## src/rtl/ctrl_pkg.sv

```systemverilog
// Shared encodings for the multicycle control sequencer and its condition checker.
package ctrl_pkg;

  localparam int unsigned STATE_W = 4;
  localparam int unsigned FLAG_W  = 4;
  localparam int unsigned COND_W  = 4;
  localparam int unsigned OP_W    = 2;
  localparam int unsigned SEL_W   = 2;
  localparam int unsigned CNT_W   = 4;

  // State encodings; anything not listed here is unreachable.
  localparam logic [STATE_W-1:0] ST_FETCH  = 4'd0;
  localparam logic [STATE_W-1:0] ST_DECODE = 4'd1;
  localparam logic [STATE_W-1:0] ST_MEMADR = 4'd2;
  localparam logic [STATE_W-1:0] ST_MEMRD  = 4'd3;
  localparam logic [STATE_W-1:0] ST_MEMWB  = 4'd4;
  localparam logic [STATE_W-1:0] ST_MEMWR  = 4'd5;
  localparam logic [STATE_W-1:0] ST_EXECR  = 4'd6;
  localparam logic [STATE_W-1:0] ST_EXECI  = 4'd7;
  localparam logic [STATE_W-1:0] ST_EXECM  = 4'd8;
  localparam logic [STATE_W-1:0] ST_ALUWB  = 4'd9;
  localparam logic [STATE_W-1:0] ST_BRANCH = 4'd10;

  // Instruction condition field.
  localparam logic [COND_W-1:0] COND_EQ = 4'h0;
  localparam logic [COND_W-1:0] COND_NE = 4'h1;
  localparam logic [COND_W-1:0] COND_CS = 4'h2;
  localparam logic [COND_W-1:0] COND_CC = 4'h3;
  localparam logic [COND_W-1:0] COND_MI = 4'h4;
  localparam logic [COND_W-1:0] COND_PL = 4'h5;
  localparam logic [COND_W-1:0] COND_VS = 4'h6;
  localparam logic [COND_W-1:0] COND_VC = 4'h7;
  localparam logic [COND_W-1:0] COND_HI = 4'h8;
  localparam logic [COND_W-1:0] COND_LS = 4'h9;
  localparam logic [COND_W-1:0] COND_GE = 4'hA;
  localparam logic [COND_W-1:0] COND_LT = 4'hB;
  localparam logic [COND_W-1:0] COND_GT = 4'hC;
  localparam logic [COND_W-1:0] COND_LE = 4'hD;
  localparam logic [COND_W-1:0] COND_AL = 4'hE;
  localparam logic [COND_W-1:0] COND_NV = 4'hF;

  // Instruction class from Instr[27:26].
  localparam logic [OP_W-1:0] OP_DP  = 2'b00;
  localparam logic [OP_W-1:0] OP_MEM = 2'b01;
  localparam logic [OP_W-1:0] OP_BR  = 2'b10;
  localparam logic [OP_W-1:0] OP_ILL = 2'b11;

  // Datapath mux selects.
  localparam logic             ADR_PC         = 1'b0;
  localparam logic             ADR_ALUOUT     = 1'b1;
  localparam logic             SRCA_RD1       = 1'b0;
  localparam logic             SRCA_PC        = 1'b1;
  localparam logic [SEL_W-1:0] SRCB_RD2       = 2'b00;
  localparam logic [SEL_W-1:0] SRCB_EXTIMM    = 2'b01;
  localparam logic [SEL_W-1:0] SRCB_FOUR      = 2'b10;
  localparam logic [SEL_W-1:0] RES_ALUOUT     = 2'b00;
  localparam logic [SEL_W-1:0] RES_DATA       = 2'b01;
  localparam logic [SEL_W-1:0] RES_ALURESULT  = 2'b10;

  // Bit positions inside the {N,Z,C,V} flag word.
  localparam int unsigned FLAG_N = 3;
  localparam int unsigned FLAG_Z = 2;
  localparam int unsigned FLAG_C = 1;
  localparam int unsigned FLAG_V = 0;

endpackage

```

## src/rtl/cond_check.sv

```systemverilog
// Combinational condition-code evaluation against the {N,Z,C,V} flags.
module cond_check
  import ctrl_pkg::*;
(
  input  logic [COND_W-1:0] Cond,
  input  logic [FLAG_W-1:0] Flags,
  output logic              CondEx
);

  logic n, z, c, v;

  assign n = Flags[FLAG_N];
  assign z = Flags[FLAG_Z];
  assign c = Flags[FLAG_C];
  assign v = Flags[FLAG_V];

  // Decode the condition field; NV is treated as never-execute.
  always_comb begin
    CondEx = 1'b0;
    case (Cond)
      COND_EQ: CondEx = z;
      COND_NE: CondEx = ~z;
      COND_CS: CondEx = c;
      COND_CC: CondEx = ~c;
      COND_MI: CondEx = n;
      COND_PL: CondEx = ~n;
      COND_VS: CondEx = v;
      COND_VC: CondEx = ~v;
      COND_HI: CondEx = c & ~z;
      COND_LS: CondEx = ~c | z;
      COND_GE: CondEx = (n == v);
      COND_LT: CondEx = (n != v);
      COND_GT: CondEx = ~z & (n == v);
      COND_LE: CondEx = z | (n != v);
      COND_AL: CondEx = 1'b1;
      COND_NV: CondEx = 1'b0;
      default: CondEx = 1'b0;
    endcase
  end

endmodule

```

## src/rtl/mc_ctrl_fsm.sv

```systemverilog
// Multicycle control sequencer: steps each instruction through its cycles and
// drives the datapath enables/selects, NZCV flag register and memory handshake.
module mc_ctrl_fsm
  import ctrl_pkg::*;
#(
  parameter int unsigned MUL_LAT = 2
) (
  input  logic              clk,
  input  logic              reset,
  input  logic [COND_W-1:0] Cond,
  input  logic [FLAG_W-1:0] ALUFlags,
  input  logic [OP_W-1:0]   Op,
  input  logic              FunctI,
  input  logic              FunctL,
  input  logic              mul,
  input  logic [1:0]        FlagW,
  input  logic              PCS,
  input  logic              RegW,
  input  logic              MemW,
  input  logic              mem_ready,
  output logic              IRWrite,
  output logic              AdrSrc,
  output logic              ALUSrcA,
  output logic [SEL_W-1:0]  ALUSrcB,
  output logic [SEL_W-1:0]  ResultSrc,
  output logic              PCWrite,
  output logic              RegWrite,
  output logic              MemWrite,
  output logic [FLAG_W-1:0] Flags,
  output logic              illegal,
  output logic [STATE_W-1:0] state_o
);

  logic [STATE_W-1:0] state_q, state_d;
  logic [FLAG_W-1:0]  flags_q, flags_d;
  logic [CNT_W-1:0]   mul_cnt_q, mul_cnt_d;
  logic               cond_ex_q, cond_ex_d;
  logic               cond_ex;
  logic               flag_upd;
  logic               ir_write_c, pc_write_c, reg_write_c, mem_write_c, illegal_c;

  cond_check u_cond_check (
    .Cond   (Cond),
    .Flags  (flags_q),
    .CondEx (cond_ex)
  );

  // State, flags, multiply counter and latched condition result.
  always_ff @(posedge clk or posedge reset) begin
    if (reset) begin
      state_q   <= ST_FETCH;
      flags_q   <= '0;
      mul_cnt_q <= '0;
      cond_ex_q <= 1'b0;
    end else begin
      state_q   <= state_d;
      flags_q   <= flags_d;
      mul_cnt_q <= mul_cnt_d;
      cond_ex_q <= cond_ex_d;
    end
  end

  // Next-state logic and per-state datapath controls.
  always_comb begin
    state_d     = state_q;
    flags_d     = flags_q;
    mul_cnt_d   = mul_cnt_q;
    cond_ex_d   = cond_ex_q;
    flag_upd    = 1'b0;
    ir_write_c  = 1'b0;
    pc_write_c  = 1'b0;
    reg_write_c = 1'b0;
    mem_write_c = 1'b0;
    illegal_c   = 1'b0;
    AdrSrc      = ADR_PC;
    ALUSrcA     = SRCA_RD1;
    ALUSrcB     = SRCB_RD2;
    ResultSrc   = RES_ALUOUT;

    case (state_q)
      ST_FETCH: begin
        ALUSrcA    = SRCA_PC;
        ALUSrcB    = SRCB_FOUR;
        ResultSrc  = RES_ALURESULT;
        ir_write_c = mem_ready;
        pc_write_c = mem_ready;
        if (mem_ready) state_d = ST_DECODE;
      end
      ST_DECODE: begin
        ALUSrcA   = SRCA_PC;
        ALUSrcB   = SRCB_FOUR;
        ResultSrc = RES_ALURESULT;
        cond_ex_d = cond_ex;
        if (!cond_ex) begin
          state_d = ST_FETCH;
        end else begin
          case (Op)
            OP_ILL: begin
              state_d   = ST_FETCH;
              illegal_c = 1'b1;
            end
            OP_MEM: state_d = ST_MEMADR;
            OP_BR:  state_d = ST_BRANCH;
            default: begin
              if (mul) begin
                state_d   = ST_EXECM;
                mul_cnt_d = CNT_W'(MUL_LAT - 1);
              end else if (FunctI) begin
                state_d = ST_EXECI;
              end else begin
                state_d = ST_EXECR;
              end
            end
          endcase
        end
      end
      ST_MEMADR: begin
        ALUSrcB = SRCB_EXTIMM;
        state_d = FunctL ? ST_MEMRD : ST_MEMWR;
      end
      ST_MEMRD: begin
        AdrSrc = ADR_ALUOUT;
        if (mem_ready) state_d = ST_MEMWB;
      end
      ST_MEMWB: begin
        ResultSrc   = RES_DATA;
        reg_write_c = 1'b1;
        pc_write_c  = PCS;
        state_d     = ST_FETCH;
      end
      ST_MEMWR: begin
        AdrSrc      = ADR_ALUOUT;
        mem_write_c = MemW;
        if (mem_ready) state_d = ST_FETCH;
      end
      ST_EXECR: begin
        flag_upd = 1'b1;
        state_d  = ST_ALUWB;
      end
      ST_EXECI: begin
        ALUSrcB  = SRCB_EXTIMM;
        flag_upd = 1'b1;
        state_d  = ST_ALUWB;
      end
      ST_EXECM: begin
        if (mul_cnt_q == '0) begin
          flag_upd = 1'b1;
          state_d  = ST_ALUWB;
        end else begin
          mul_cnt_d = mul_cnt_q - CNT_W'(1);
        end
      end
      ST_ALUWB: begin
        reg_write_c = RegW;
        pc_write_c  = PCS;
        state_d     = ST_FETCH;
      end
      ST_BRANCH: begin
        ALUSrcB    = SRCB_EXTIMM;
        ResultSrc  = RES_ALURESULT;
        pc_write_c = 1'b1;
        state_d    = ST_FETCH;
      end
      default: state_d = ST_FETCH;
    endcase

    // Flag write in the last execute cycle of an executed instruction.
    if (flag_upd && cond_ex_q) begin
      if (FlagW[1]) begin
        flags_d[FLAG_N] = ALUFlags[FLAG_N];
        flags_d[FLAG_Z] = ALUFlags[FLAG_Z];
      end
      if (FlagW[0]) begin
        flags_d[FLAG_C] = ALUFlags[FLAG_C];
        flags_d[FLAG_V] = ALUFlags[FLAG_V];
      end
    end
  end

  // Enables are forced low for the whole time reset is held, so an access
  // interrupted by reset never commits a partial write.
  assign IRWrite  = ir_write_c  & ~reset;
  assign PCWrite  = pc_write_c  & ~reset;
  assign RegWrite = reg_write_c & ~reset;
  assign MemWrite = mem_write_c & ~reset;
  assign illegal  = illegal_c   & ~reset;
  assign Flags    = flags_q;
  assign state_o  = state_q;

endmodule
```

## config.mk

```make
export PLATFORM = sky130hd
export DESIGN_NAME = mc_ctrl_fsm
export DESIGN_NICKNAME = d
export VERILOG_FILES = /design/src/rtl/ctrl_pkg.sv /design/src/rtl/cond_check.sv /design/src/rtl/mc_ctrl_fsm.sv
export SDC_FILE = /design/constraint.sdc
export NUM_CORES = 1
export LEC_CHECK = 0
export CAP_MARGIN = 20
export CELL_PAD_IN_SITES_DETAIL_PLACEMENT = 1
export CELL_PAD_IN_SITES_GLOBAL_PLACEMENT = 1
export CORE_ASPECT_RATIO = 0.8
export CORE_MARGIN = 3
export CORE_UTILIZATION = 25
export CTS_CLUSTER_SIZE = 40
export DETAILED_ROUTE_END_ITERATION = 12
export PLACE_DENSITY_LB_ADDON = 0.25
export REMOVE_ABC_BUFFERS = 1
export SYNTH_ARGS = -nofsm -noshare
export SYNTH_HDL_FRONTEND = slang
export SYNTH_HIERARCHICAL = 1
export SYNTH_SLANG_ARGS = --single-unit
```

## constraint.sdc

```tcl
create_clock -name clk -period 6.9 [get_ports clk]
set_clock_uncertainty 0.2 [all_clocks]
set_input_delay 1.035 -clock clk [delete_from_list [all_inputs] [get_ports clk]]
set_output_delay 1.035 -clock clk [all_outputs]
set_load 0.02 [all_outputs]
```

Word-level counts from Yosys, hierarchy flattened
Cells that the tools add are included.
{"block": "word_totals", "ff_bits": 13, "latch_bits": 0, "ramBits": 0, "romBits": 0, "elab_cells": 103, "mem_count": 0}
{"block": "classes", "add_sub_neg": 1, "mul": 0, "n_div": 0, "order_cmp": 0, "eq_ne": 38, "n_shift": 0, "muxes": 29, "bitwise": 14, "n_reduce_logical": 16}
{"operator": "$eq A4 B4 Y1 const B", "count": 11}
{"operator": "$mux W4", "count": 10}
{"operator": "$eq A4 B3 Y1 const B", "count": 8}
{"operator": "$pmux W4 S7", "count": 1}
{"operator": "$eq A4 B2 Y1 const B", "count": 4}
{"operator": "$ne A2 B2 Y1 const B", "count": 8}
{"operator": "$pmux W1 S16", "count": 1}
{"operator": "$logic_not A4 Y1", "count": 3}
{"operator": "$pmux W4 S3", "count": 1}
{"operator": "$mux W1", "count": 9}
{"operator": "$reduce_or A3 Y1", "count": 3}
{"operator": "$eq A4 B1 Y1 const B", "count": 2}
{"operator": "$pmux W2 S2", "count": 2}
{"operator": "$pmux W4 S2", "count": 1}
{"operator": "$reduce_or A2 Y1", "count": 4}
{"operator": "$and A1 B1 Y1", "count": 7}
{"operator": "$not A1 Y1", "count": 5}
{"operator": "$reduce_and A5 Y1", "count": 1}
{"operator": "$eq A2 B2 Y1 const B", "count": 2}
{"operator": "$pmux W1 S2", "count": 2}
{"operator": "$reduce_and A2 Y1", "count": 2}
{"operator": "$reduce_and A4 Y1", "count": 1}
{"operator": "$sub A4 B1 Y4 const B", "count": 1}
{"operator": "$mux W3", "count": 1}
{"operator": "other kinds (7)", "count": 8}

Longest topological paths before layout
{"block": "depth", "depth_word": 6, "mapped_depth": 10, "mapped_depth_nobuf": 9}

Hierarchy
The synthesis kept the hierarchy.
{"module": "mc_ctrl_fsm", "n_inst": 1, "cells_each": 123, "area_per_inst_um2": 1004.7, "seq_area_each_um2": 325.3}
{"module": "cond_check", "n_inst": 1, "cells_each": 23, "area_per_inst_um2": 155.1, "seq_area_each_um2": 0.0}

Worst setup path after synthesis
OpenSTA, ideal clock, no wires.
{"block": "synth_timing", "path_kind": "input to output", "startpoint": "input port Cond[0]", "endpoint": "output port illegal", "arrival_time_ns": 2.624, "required_ns": 5.665, "setup_slack_ns": 3.041, "path_stages": 8, "n_path_buf": 1, "cell_sequence": "buf_4 nor2_1 a211oi_1 a2111oi_1 a311oi_1 o22ai_1 nand3_1 nor3b_1"}
{"block": "synth_between", "elab_chain_cells": 5}
{"element": "from (decl)", "line": "mc_ctrl_fsm.sv:10", "text": "input logic [COND_W-1:0] Cond,"}
{"element": "$eq A4 B4 Y1 (tied with other cells)", "line": "cond_check.sv:20", "text": "case (Cond)"}
{"element": "$pmux W1 S16 *", "line": "cond_check.sv:20"}
{"element": "named net cond_ex", "line": "mc_ctrl_fsm.sv:38", "text": "logic cond_ex;"}
{"element": "$mux W1 *", "line": "mc_ctrl_fsm.sv:94", "text": "if (!cond_ex) begin"}
{"element": "$mux W1 *", "line": "mc_ctrl_fsm.sv:80", "text": "case (state_q)"}
{"element": "$and A1 B1 Y1 *", "line": "mc_ctrl_fsm.sv:186", "text": "assign illegal = illegal_c & ~reset;"}
{"element": "to (decl)", "line": "mc_ctrl_fsm.sv:30", "text": "output logic illegal,"}
The timed path passes the listed nets; every way through them passes the cells marked *.

Worst setup path after layout
Same ends and word-level chain as after synthesis.

==> impl_results.rst <==
.. list-table::
   :header-rows: 1

   * - Metric
     - Value
   * - Status
     - completed
   * - Final Cell Area
     - between 1500 and 2000 sq um
   * - Unrepaired setup endpoints after global routing
     - false
   * - DP Area
     - 1570 sq um
   * - YS warnings
     - 6
   * - Detailed-routing iteration count for the pre-antenna-repair pass
     - 4
   * - Hold crit path type
     - reg2reg
   * - Final setup violating endpoints
     - 0
   * - Post-synthesis instance area
     - 1160 sq um
   * - Yosys cell types
     - 40
   * - Total power
     - 0.661 mW
   * - Clock net sink count
     - 13
   * - Endpoints failing hold
     - 0
   * - Total routing usage reported by global routing
     - 0.133
   * - Worst setup EP type
     - output port
   * - Hold-fix buffers at CTS
     - 0
   * - Syn Inst Count
     - about 150
   * - CTS tree
     - yes
   * - Number of nets in the final layout
     - 206
   * - Number of storage elements in the synthesis netlist
     - 13
   * - Post-Route Utilization
     - 0.373
   * - First DRT Iteration DRCs
     - 82
   * - Critical Path Source Type
     - input port
   * - Core region area
     - 4340 sq um
   * - Max-slew violations
     - 0
   * - Wire length after detailed routing
     - 3430 um
   * - Required time of the critical path
     - 5.66 ns
   * - Die outline height
     - 66.9 um
   * - Max-Slew Margin vs Limit
     - 0.501
   * - Area occupied by registers
     - 325 sq um
   * - Maximum clock frequency
     - 202 MHz
   * - ANT cells
     - 0
   * - Drt wl/cell
     - 14.5 um
   * - LEAKAGE
     - 0.640 nW
   * - Number of gates resized after cts
     - 0
   * - Detailed placer's ending HPWL
     - 2670 um
   * - Post-Syn Area per Cell
     - approximately 7.9 sq um
   * - Number of enable flip-flop cells after synthesis
     - 0
   * - Post-CTS setup buffer count
     - 0
   * - Starting utilization of the core area
     - 0.268
   * - Remaining global-route overflow
     - 0
   * - Worst-Margin Slew
     - 0.738 ns
   * - Start-to-end type of the worst setup path
     - in2out
   * - Insertion delay to the later sink of the worst-skew pair
     - 0.24 ns
   * - Synth-to-layout area growth
     - 39.5%
   * - Antenna violation net count after detailed routing
     - 0
   * - Proportion of synthesized chip area in sequential cells
     - 0.280
   * - Arrival time of data at the critical path endpoint
     - about 3.7 ns
   * - Maximum number of pins on one net before global-route repair
     - 24
   * - Max Fanout on Critical Path
     - 8
   * - Total power per unit cell area
     - 409 nW/um^2
   * - Clock Path Buffers
     - 2
   * - Number of vias after detailed routing
     - ~1200
   * - Die width
     - 82.2 um
   * - Filler cell count in the final layout
     - 527
   * - Max-cap check violation count
     - 0
   * - Fraction of layout cells with a size suffix above 1
     - 0.0335
   * - Level count of the clock H-tree
     - 1
   * - Number of clock buffers inserted by TritonCTS
     - 3
   * - Post-synth top flop
     - dfrtp_1
   * - Multi-input gate area in the final layout
     - 748 sq um
   * - Share of synthesized flip-flops with an asynchronous set or reset
     - 1.00
   * - Maximum vdd drop
     - 0.000130 V
   * - Die Footprint
     - 5500 sq um
   * - Global-route wire length before repair
     - 5830 um
   * - Period Utilization, post-route
     - 0.716
   * - Via density per instance
     - 5.02
   * - Count of boundary I/O pins
     - 40
   * - Post-CTS clock slew at the launch and capture registers of the worst setup and hold paths
     - 0.05 ns
   * - Input/output buffers
     - 39
   * - # rows
     - 21
   * - Final min period
     - about 5 ns
   * - Residual DRC count
     - 0
   * - Root buffer selected by CTS
     - clkbuf_8
   * - Number of global-route vias before repair
     - around 1200
   * - Antenna violations before repair
     - 0
   * - Routability congestion estimate
     - 0.754
   * - Setup TNS
     - 0 ns
final timing paths:
| check | start | to | slack [ns] | cells past startpoint |
|---|---|---|---|---|
| worst min register to register | cond_ex_q$_DFFE_PP0P_ | cond_ex_q$_DFFE_PP0P_ | 0.31 | 2 |
| max in group asynchronous | reset | Flags[2]$_DFFE_PP0P_ | 5.03 | 2 |
| min in group asynchronous | reset | state_o[2]$_DFFE_PP0P_ | 1.13 | 2 |
| worst min-delay path | cond_ex_q$_DFFE_PP0P_ | cond_ex_q$_DFFE_PP0P_ | 0.31 | 2 |
| worst max register to register | Flags[3]$_DFFE_PP0P_ | state_o[0]$_DFFE_PP0P_ | 4.06 | 9 |
| worst max-delay path | Cond[0] | illegal | 1.96 | 9 |
kinds of logic (layout without fill, tap and decap cells):
kind of cell | count (synthesis) | after routing | synth area share
adder cells (fa/ha/maj) | 5 | 5 | 0.0539
AO/OA/AOI/OAI | 31 | 31 | 0.181
multiplexers | 7 | 7 | 0.0647
flip-flops | 13 | 13 | 0.280
buffers and inverters | 20 | 53 | 0.0744
AND/OR/NAND/NOR | 64 | 64 | 0.300
XOR/XNOR | 6 | 6 | 0.0453
state kept, by name (all words and copies together) (netlist names):
register,cells
Flags,4
state_o,4
cond_ex_q,1
mul_cnt_q,4
through the flow:
stage               hold slack (ns)  std cells  setup WS, ns
floorplan                     0.266        136          3.20
detailed placement            0.307        232          1.99
global placement              0.291        232          2.10
global route                  0.343        236          1.75
finish                        0.308        236          1.96
CTS                           0.319        236          1.95
per-layer routing:
layer  up-vias  part of all wire  global-route usage
li1        584                 -                   -
met1       570              0.48               0.182
met2        29              0.48               0.222
met3         2             0.035              0.0257
met4         0            0.0023              0.0166
met5         -                 0                   0
cell usage in the layout, fill, tap and decap left out, types with 4 or more instances in the layout:
master,instances
a31oi_1,4
nor2b_1,5
a21oi_1,9
nor3_1,11
nor2_1,11
o21ai_0,4
inv_1,10
ha_1,5
nand2_1,17
clkdlybuf4s50_1,39
xor2_1,4
mux2_1,4
dfrtp_1,13
area by class of cell:
class	instances	area share
sequential	13	0.201
tap	57	0.0441
multi-input combinational	113	0.462
timing repair buffer	39	0.241
inverter	10	0.0232
clock buffer	4	0.0278
cells in the mapped netlist (3+ instances only):
| cell type | instances | area share |
|---|---|---|
| a21oi_1 | 9 | 0.039 |
| a31oi_1 | 4 | 0.022 |
| clkbuf_1 | 8 | 0.026 |
| dfrtp_1 | 13 | 0.28 |
| ha_1 | 5 | 0.054 |
| inv_1 | 10 | 0.032 |
| mux2_1 | 4 | 0.039 |
| mux2i_1 | 3 | 0.026 |
| nand2_1 | 17 | 0.055 |
| nand2b_1 | 3 | 0.016 |
| nand3_1 | 3 | 0.013 |
| nor2_1 | 11 | 0.036 |
| nor2b_1 | 5 | 0.027 |
| nor3_1 | 11 | 0.047 |
| nor3b_1 | 3 | 0.019 |
| nor4b_1 | 3 | 0.023 |
| o21ai_0 | 4 | 0.017 |
| xor2_1 | 4 | 0.030 |
power by group:
group / switching (mW) / internal, mW / leakage (nW)
Sequential: 0.0847 / 0.111 / 0.168
Clock: 0.0264 / 0.0408 / 0.0228
Combinational: 0.204 / 0.195 / 0.449
Total: 0.315 / 0.346 / 0.640
critical path, stage by stage:
cell	delay [ns]
clkdlybuf4s50_1	0.65
nor2b_1	0.20
a211oi_1	0.07
a2111oi_1	0.39
a311oi_1	0.09
o22ai_1	0.19
nand3_1	0.20
nor3b_1	0.24
clkdlybuf4s50_1	0.64
Power figures use the tool's default switching activity.
